==> config.mk <==
export PLATFORM = sky130hd
export DESIGN_NAME = sevenseg_scan
export DESIGN_NICKNAME = d
export VERILOG_FILES = /design/src/rtl/sevenseg_pkg.sv /design/src/rtl/sevenseg_scan_tick.sv /design/src/rtl/sevenseg_scan.sv
export SDC_FILE = /design/constraint.sdc
export NUM_CORES = 1
export LEC_CHECK = 0
export BUFFER_PORTS_ARGS = -buffer_cell sky130_fd_sc_hd__buf_4
export CAP_MARGIN = 10
export CELL_PAD_IN_SITES_DETAIL_PLACEMENT = 1
export CELL_PAD_IN_SITES_GLOBAL_PLACEMENT = 2
export CORE_AREA = 2 2 120 122
export CTS_CLUSTER_DIAMETER = 40
export CTS_CLUSTER_SIZE = 40
export DETAILED_ROUTE_END_ITERATION = 16
export DIE_AREA = 0 0 122 124
export GPL_TIMING_DRIVEN = 1
export HOLD_SLACK_MARGIN = 0.1
export MAX_ROUTING_LAYER = met4
export PLACE_DENSITY_LB_ADDON = 0.1
export SETUP_SLACK_MARGIN = 0.2
export SLEW_MARGIN = 20
export SYNTH_ARGS = -nofsm -noshare
export SYNTH_HDL_FRONTEND = slang
export SYNTH_SLANG_ARGS = --single-unit
==> constraint.sdc <==
create_clock -name clk -period 7.9 [get_ports clk]
set_clock_uncertainty 0.05 [all_clocks]
set_input_delay 1.185 -clock clk [delete_from_list [all_inputs] [get_ports clk]]
set_output_delay 1.185 -clock clk [all_outputs]
set_load 0.005 [all_outputs]
==> src/rtl/sevenseg_pkg.sv <==
// Shared constants and types for the 8-digit multiplexed 7-segment scanner.
// Segment patterns are active-low, bit order {g,f,e,d,c,b,a}.
package sevenseg_pkg;

  localparam int NUM_DIGITS = 8;
  localparam int SEG_W      = 7;

  localparam logic [SEG_W-1:0]      SEG_BLANK = 7'h7F;
  localparam logic [NUM_DIGITS-1:0] AN_OFF    = 8'hFF;

  typedef logic [SEG_W-1:0] seg_t;

  typedef enum logic {
    GHOST = 1'b0,
    SHOW  = 1'b1
  } scan_state_t;

  // Phase counter width: wide enough for the longer of the two phases, at least 1 bit.
  function automatic int cnt_width(input int refresh_div, input int blank_cyc);
    int m;
    m = (refresh_div > blank_cyc) ? refresh_div : blank_cyc;
    if (m < 2) m = 2;
    return $clog2(m);
  endfunction

endpackage

==> src/rtl/sevenseg_scan_tick.sv <==
// Phase counter for the scanner: counts 0..len_m1_i and strobes tc_o on the last count.
// Reused for both the SHOW and GHOST phase lengths.
module scan_tick
  import sevenseg_pkg::*;
#(
  parameter int CNT_W = 2
) (
  input  logic             clk_i,
  input  logic             clr_i,
  input  logic [CNT_W-1:0] len_m1_i,
  output logic [CNT_W-1:0] cnt_nxt_o,
  output logic             tc_o
);

  logic [CNT_W-1:0] cnt_q, cnt_d;

  assign tc_o = (cnt_q == len_m1_i);

  always_comb begin
    cnt_d = tc_o ? '0 : cnt_q + 1'b1;
  end

  assign cnt_nxt_o = cnt_d;

  always_ff @(posedge clk_i) begin
    if (clr_i) cnt_q <= '0;
    else       cnt_q <= cnt_d;
  end

endmodule

==> src/rtl/sevenseg_scan.sv <==
// Time-multiplexed driver for an 8-digit common-anode 7-segment display with blank gap
// and per-frame snapshot. Define SCAN_DIM_EN to add the bright[2:0] PWM dimming input.
module sevenseg_scan
  import sevenseg_pkg::*;
#(
  parameter int REFRESH_DIV = 100000,
  parameter int BLANK_CYC   = 16
) (
  input  logic                  clk,
  input  logic                  rst,
  input  logic                  enable,
`ifdef SCAN_DIM_EN
  input  logic [2:0]            bright,
`endif
  input  seg_t                  d7,
  input  seg_t                  d6,
  input  seg_t                  d5,
  input  seg_t                  d4,
  input  seg_t                  d3,
  input  seg_t                  d2,
  input  seg_t                  d1,
  input  seg_t                  d0,
  output logic [NUM_DIGITS-1:0] an,
  output seg_t                  seg
);

  localparam int CNT_W = cnt_width(REFRESH_DIV, BLANK_CYC);
  localparam logic [CNT_W-1:0] SHOW_LAST  = CNT_W'(REFRESH_DIV - 1);
  localparam logic [CNT_W-1:0] GHOST_LAST = (BLANK_CYC == 0) ? '0 : CNT_W'(BLANK_CYC - 1);

  scan_state_t           state_q;
  logic [2:0]            idx_q, idx_d;
  logic [NUM_DIGITS-1:0] an_q, an_d;
  seg_t                  seg_q, seg_d;
  seg_t                  snap_q [NUM_DIGITS];
  seg_t                  d_in   [NUM_DIGITS];
  logic                  clr, tc, enter_show, frame_start, lit;
  logic [CNT_W-1:0]      cnt_nxt, tick_last;
  int                    duty;

  assign d_in[0] = d0;
  assign d_in[1] = d1;
  assign d_in[2] = d2;
  assign d_in[3] = d3;
  assign d_in[4] = d4;
  assign d_in[5] = d5;
  assign d_in[6] = d6;
  assign d_in[7] = d7;

  // Disabling the display is indistinguishable from reset.
  assign clr       = rst | ~enable;
  assign tick_last = (state_q == SHOW) ? SHOW_LAST : GHOST_LAST;

  scan_tick #(.CNT_W(CNT_W)) u_tick (
    .clk_i     (clk),
    .clr_i     (clr),
    .len_m1_i  (tick_last),
    .cnt_nxt_o (cnt_nxt),
    .tc_o      (tc)
  );

  // With no blank gap a finished SHOW re-enters SHOW for the next digit.
  assign enter_show  = tc && ((state_q == GHOST) || (BLANK_CYC == 0));
  assign idx_d       = (tc && (state_q == SHOW)) ? idx_q + 3'd1 : idx_q;
  assign frame_start = enter_show && (idx_d == 3'd0);

`ifdef SCAN_DIM_EN
  logic [2:0] bright_q, bright_eff;
  // The brightness for a new frame is taken live on the edge it is captured.
  assign bright_eff = frame_start ? bright : bright_q;
  assign duty       = (int'(bright_eff) + 1) * (REFRESH_DIV / 8);
`else
  assign duty = REFRESH_DIV;
`endif

  assign lit = int'(cnt_nxt) < duty;

  always_comb begin
    an_d  = AN_OFF;
    seg_d = SEG_BLANK;
    if (enter_show || ((state_q == SHOW) && !tc)) begin
      an_d  = lit ? ~(NUM_DIGITS'(1) << idx_d) : AN_OFF;
      seg_d = frame_start ? d_in[0] : snap_q[idx_d];
    end
  end

  always_ff @(posedge clk) begin
    if (clr) begin
      state_q <= GHOST;
      idx_q   <= '0;
      an_q    <= AN_OFF;
      seg_q   <= SEG_BLANK;
      for (int i = 0; i < NUM_DIGITS; i++) snap_q[i] <= SEG_BLANK;
`ifdef SCAN_DIM_EN
      bright_q <= 3'd7;
`endif
    end else begin
      an_q  <= an_d;
      seg_q <= seg_d;
      idx_q <= idx_d;
      if (tc) state_q <= enter_show ? SHOW : GHOST;
      if (frame_start) begin
        for (int i = 0; i < NUM_DIGITS; i++) snap_q[i] <= d_in[i];
`ifdef SCAN_DIM_EN
        bright_q <= bright;
`endif
      end
    end
  end

  assign an  = an_q;
  assign seg = seg_q;

endmodule

Yosys cells after proc, flatten, opt, wreduce, memory -nomap -nowiden
Memories as Yosys holds them, arrays and structs flattened. A register that Yosys moved wholly into a read port is not among the register bits.
Cells that the tools add are included.
- bits in writable memories: 56
- memories kept: 1
- latch bits: 0
- register bits: 29
- bits in read-only memories: 0
- logic and storage cells: 50
- add/subtract/negate cells: 2
- $mul: 0
- equality and inequality tests: 1
- reductions and logical operators: 9
- bitwise logic cells: 14
- div/mod/pow operators: 0
- mux-type cells: 17
- shifts and indexed selects: 1
- magnitude comparators: 1
- memory list (name ; depth ; width ; rd ports ; clocked after Yosys merged registers in ; write ports ; RTL line ; source):
    snap_q ; 8 ; 7 ; 1 ; 1 ; 8 ; sevenseg_scan.sv:35 ; seg_t snap_q [NUM_DIGITS];
- operators with widths (operator ; number):
    $mux W7 ; 8
    $mux W17 ; 2
    $add A17 B1 Y17 const B ; 1
    $eq A17 B17 Y1 ; 1
    $lt A17 B17 Y1 const B ; 1
    $or A1 B1 Y1 ; 9
    $not A8 Y8 ; 1
    $shl A1 B3 Y8 const A ; 1
    $mux W1 ; 6
    $logic_and A1 B1 Y1 ; 4
    $not A1 Y1 ; 4
    $add A3 B1 Y3 const B ; 1
    $logic_not A3 Y1 ; 1
    $mux W3 ; 1
    $reduce_or A3 Y1 ; 1
    $reduce_or A2 Y1 ; 1
    $logic_not A1 Y1 ; 1
    $logic_or A1 B1 Y1 ; 1

Longest topological paths before layout
- depth in word-level cells: 10
- depth in mapped cells: 11

Modules after synthesis
A second synthesis with hierarchy kept.
- cell total of the unflattened synthesis: 408
- area, all modules: 5004.8 µm²
- modules (own cells, without submodules) (module ; cells an instance ; times used ; area each (µm²)):
    sevenseg_scan ; 271 ; 1 ; 3831.2
    scan_tick ; 137 ; 1 ; 1173.6

Least setup slack after synthesis
OpenSTA, ideal clock, no wires.
- path type: flip-flop to flip-flop
- from: register u_tick.cnt_q[0]
- to: memory snap_q[0][0] (netlist name) (enable)
- required time: 7.303 ns
- library setup time: 0.547 ns
- path slack: 1.734 ns
- clock period less this slack: 6.166 ns
- data arrival time: 5.569 ns
- path buffers: 2
- cell stages (with the launch flop): 9
- cells stage by stage: dfxtp_1 ha_1 and3_1 buf_4 and3_4 nand4_4 xnor2_2 clkbuf_1 o21ai_0
- RTL lines (element ; RTL line ; source):
    start: declaration ; sevenseg_scan_tick.sv:15 ; logic [CNT_W-1:0] cnt_q, cnt_d;
    start signal: assignment ; sevenseg_scan_tick.sv:27 ; else cnt_q <= cnt_d;
    end: declaration ; sevenseg_scan.sv:35 ;

==> qor.yml <==
cts:
  cts_buffers: 9
  cts_tree: "yes"
  post-cts-setup-buffers: 0
  clock_latency_ns: 0.34
  clk_pin_slew_ns: 0.06
  ctsResizeCount: 0
  cts.sinks: 92
  cts.path.max_buffers: 2
  cts_max_level: 3
  cts-root-buf: "clkbuf_16"
  cts_hold_repair.buffers: 0
synthesis:
  syn_area_mm2: 0.00503
  synth_area_per_cell_um2: 10.7
  async_reset_ff_share_pct: 0
  ys_warn_count: 0
  ys_seq_elements: 92
  synth_cells: 469
  synth_cell_types: 67
  synth_top_area_share_pct: 33.4
  syn_nets: 530
  synth.area.top_cells: "edfxtp_1, dfxtp_1, or3_1"
  synth_flop_cell: "edfxtp_1"
  yosysTopAreaCell: "edfxtp_1"
  ys_seq_area_share_pct: 47.8
  synth_edf_count: 56
sta:
  drv_slew: 0
  maxSlewHeadroom_pct: 52.2
  worst_pin_slew_ns: 0.717
  setup_tns_ns: 0
  setup_violations: 0
  post-route-min-period_ns: 3.18
  rsz0062_at_grt: "no"
  holdWs_ns: 0.452
  period_share_pct: 40.3
  finalHoldViolCount: 0
  fmax_ghz: 0.314
global_route:
  grtUsageTotal_pct: 18.7
  grt_pass1_wl_mm: 20.8
  globalRouteMet2Util_pct: 31.2
  use_met3_pct: 2.61
  grt_pass1_vias: 3996
  grt.met1_usage_pct: 23.7
  top_usage_layer: "met2"
  grt.overflow.total: 0
  antenna_found_initial: 0
  grt_max_degree: 55
floorplan:
  ioPinCount: 74
  rows: 43
  dieArea_mm2: 0.0151
  start_util_pct: 36.7
  chipHeight_um: 124
  coreArea_mm2: 0.0137
  die_w_um: 122
drt:
  remaining_drc_errors: 0
  via_per_inst: 5.42
  drt_iter0_markers: 227
  wl_mm: 13.2
  drtAntennaViolNets: 0
  vias: 3846
  dr.pass1.iters: 4
  wire_per_inst_um: 18.6
place:
  io_buffers: 73
  dp.cells: 693
  gp_congestion: 0.781
  post_dp_cell_area_mm2: 0.00570
  hpwl_mm: 9.28
min_path:
  hold_path.class: "reg2reg"
  hold_start: "u_tick.cnt_q[0]"
outcome:
  status: "finished clean"
worst_setup_path:
  crit_start: "u_tick.cnt_q[0]"
  r2r-start: "u_tick.cnt_q[0]"
  path_cells: "ha_1 -> and3_1 -> and3_4 -> nand4_4 -> xnor2_4 -> buf_4 -> o21ai_4 -> buf_4"
  path_common_cell: "buf_4"
  arrival_ns: 3.10
  required_ns: 7.82
  critPathMaxStageDelay_ns: 0.56
  critPathLaunchType: "flop"
  critical_path_peak_fanout: 54
  end_kind: "flop"
  cp_slowest_cell: "buf_4"
  path_class: "reg2reg"
finish:
  nNetsFinal: 585
  drive_gt1_share_pct: 26.5
  final_cell_area_mm2: 0.00602
  syn_to_final_growth_pct: 19.6
  layout_common_cells: "buf_4, edfxtp_1, or3_1, dfxtp_1, nand2_1"
  final_common_cell: "buf_4"
  fin_cells: 709
  diodes: 0
flow_run:
  max_cap_viol_count: 0
power:
  total_power_uw: 1010
  irDropWorstVdd_v: 0.0000893
  pwr_density_cell_mw_per_mm2: 167
  p_leak_uw: 0.00201
[kinds of logic (layout without fill, tap and decap cells)]
family | after synthesis | count (layout) | synth area share [%]
muxes | 40 | 40 | 10.7
DFF | 92 | 92 | 47.8
adders and majority gates | 2 | 2 | 0.498
and+or+nand+nor | 208 | 208 | 24.6
xor gates and xnor gates | 18 | 18 | 3.28
buffers and inverters | 44 | 104 | 4.28
AOI/OAI and AO/OA | 65 | 65 | 8.83
[layout make-up]
type                            count  area [µm²]
Multi-Input combinational cell    333        2440
Clock inverter                      7        91.3
Clock buffer                        9         225
Inverter                            7        26.3
Sequential cell                    92        2400
Tap cell                          180         225
Timing Repair Buffer               81         608
Fill cell                        1544        7700
[power breakdown]
group | total (µW) | internal [µW] | switching, µW
Clock | 457 | 275 | 181
Sequential | 513 | 511 | 2.07
Combinational | 37.6 | 21.9 | 15.7
[sequential cells by signal, indices dropped and copies added (netlist names)]
name,cells
snap_q,56
u_tick.cnt_q,17
an,8
seg,7
idx_q,3
state_q,1
[Yosys cell counts (all sizes together) (4+ instances only)]
master	number
edfxtp	56
or3	45
dfxtp	36
nand2	30
nor2	30
nand3	29
nand2b	20
clkbuf	19
mux2i	19
a21oi	18
buf	18
o21ai	15
and3	11
mux2	11
nand4	11
xor2	11
mux4	10
nor3	8
inv	7
nor2b	7
xnor2	7
nor4	6
a221oi	4
[critical path, delay by kind of cell (launching register included)]
kind | cells | cell delay, ns
adder cells (fa/ha/maj) | 1 | 0.26
XOR/XNOR | 1 | 0.16
AND/OR/NAND/NOR | 3 | 0.81
flip-flops | 1 | 0.41
AO/OA/AOI/OAI | 1 | 0.23
buffers and inverters | 2 | 0.83
[routing by layer]
layer,vias to the layer above,wire (µm)
li1,1853,-
met1,1915,6260
met4,0,160
met3,10,418
met5,-,0
met2,68,6360
[through the flow]
stage	setup slack, ns	util (%)
floorplan	1.73	-
global placement	4.84	41.5
detailed placement	4.70	41.5
CTS	4.70	43.8
global route	4.54	43.8
finish	4.72	43.8
[path summary, 6_finish.rpt]
path	endpoint	slack, ns	cells after the start
worst max register to register	snap_q[2][4]	4.72	8
worst min register to register	u_tick.cnt_q[0]	0.45	1
worst max-delay path	snap_q[2][4]	4.72	8
worst min-delay path	u_tick.cnt_q[0]	0.45	1
Power figures use the tool's default switching activity.
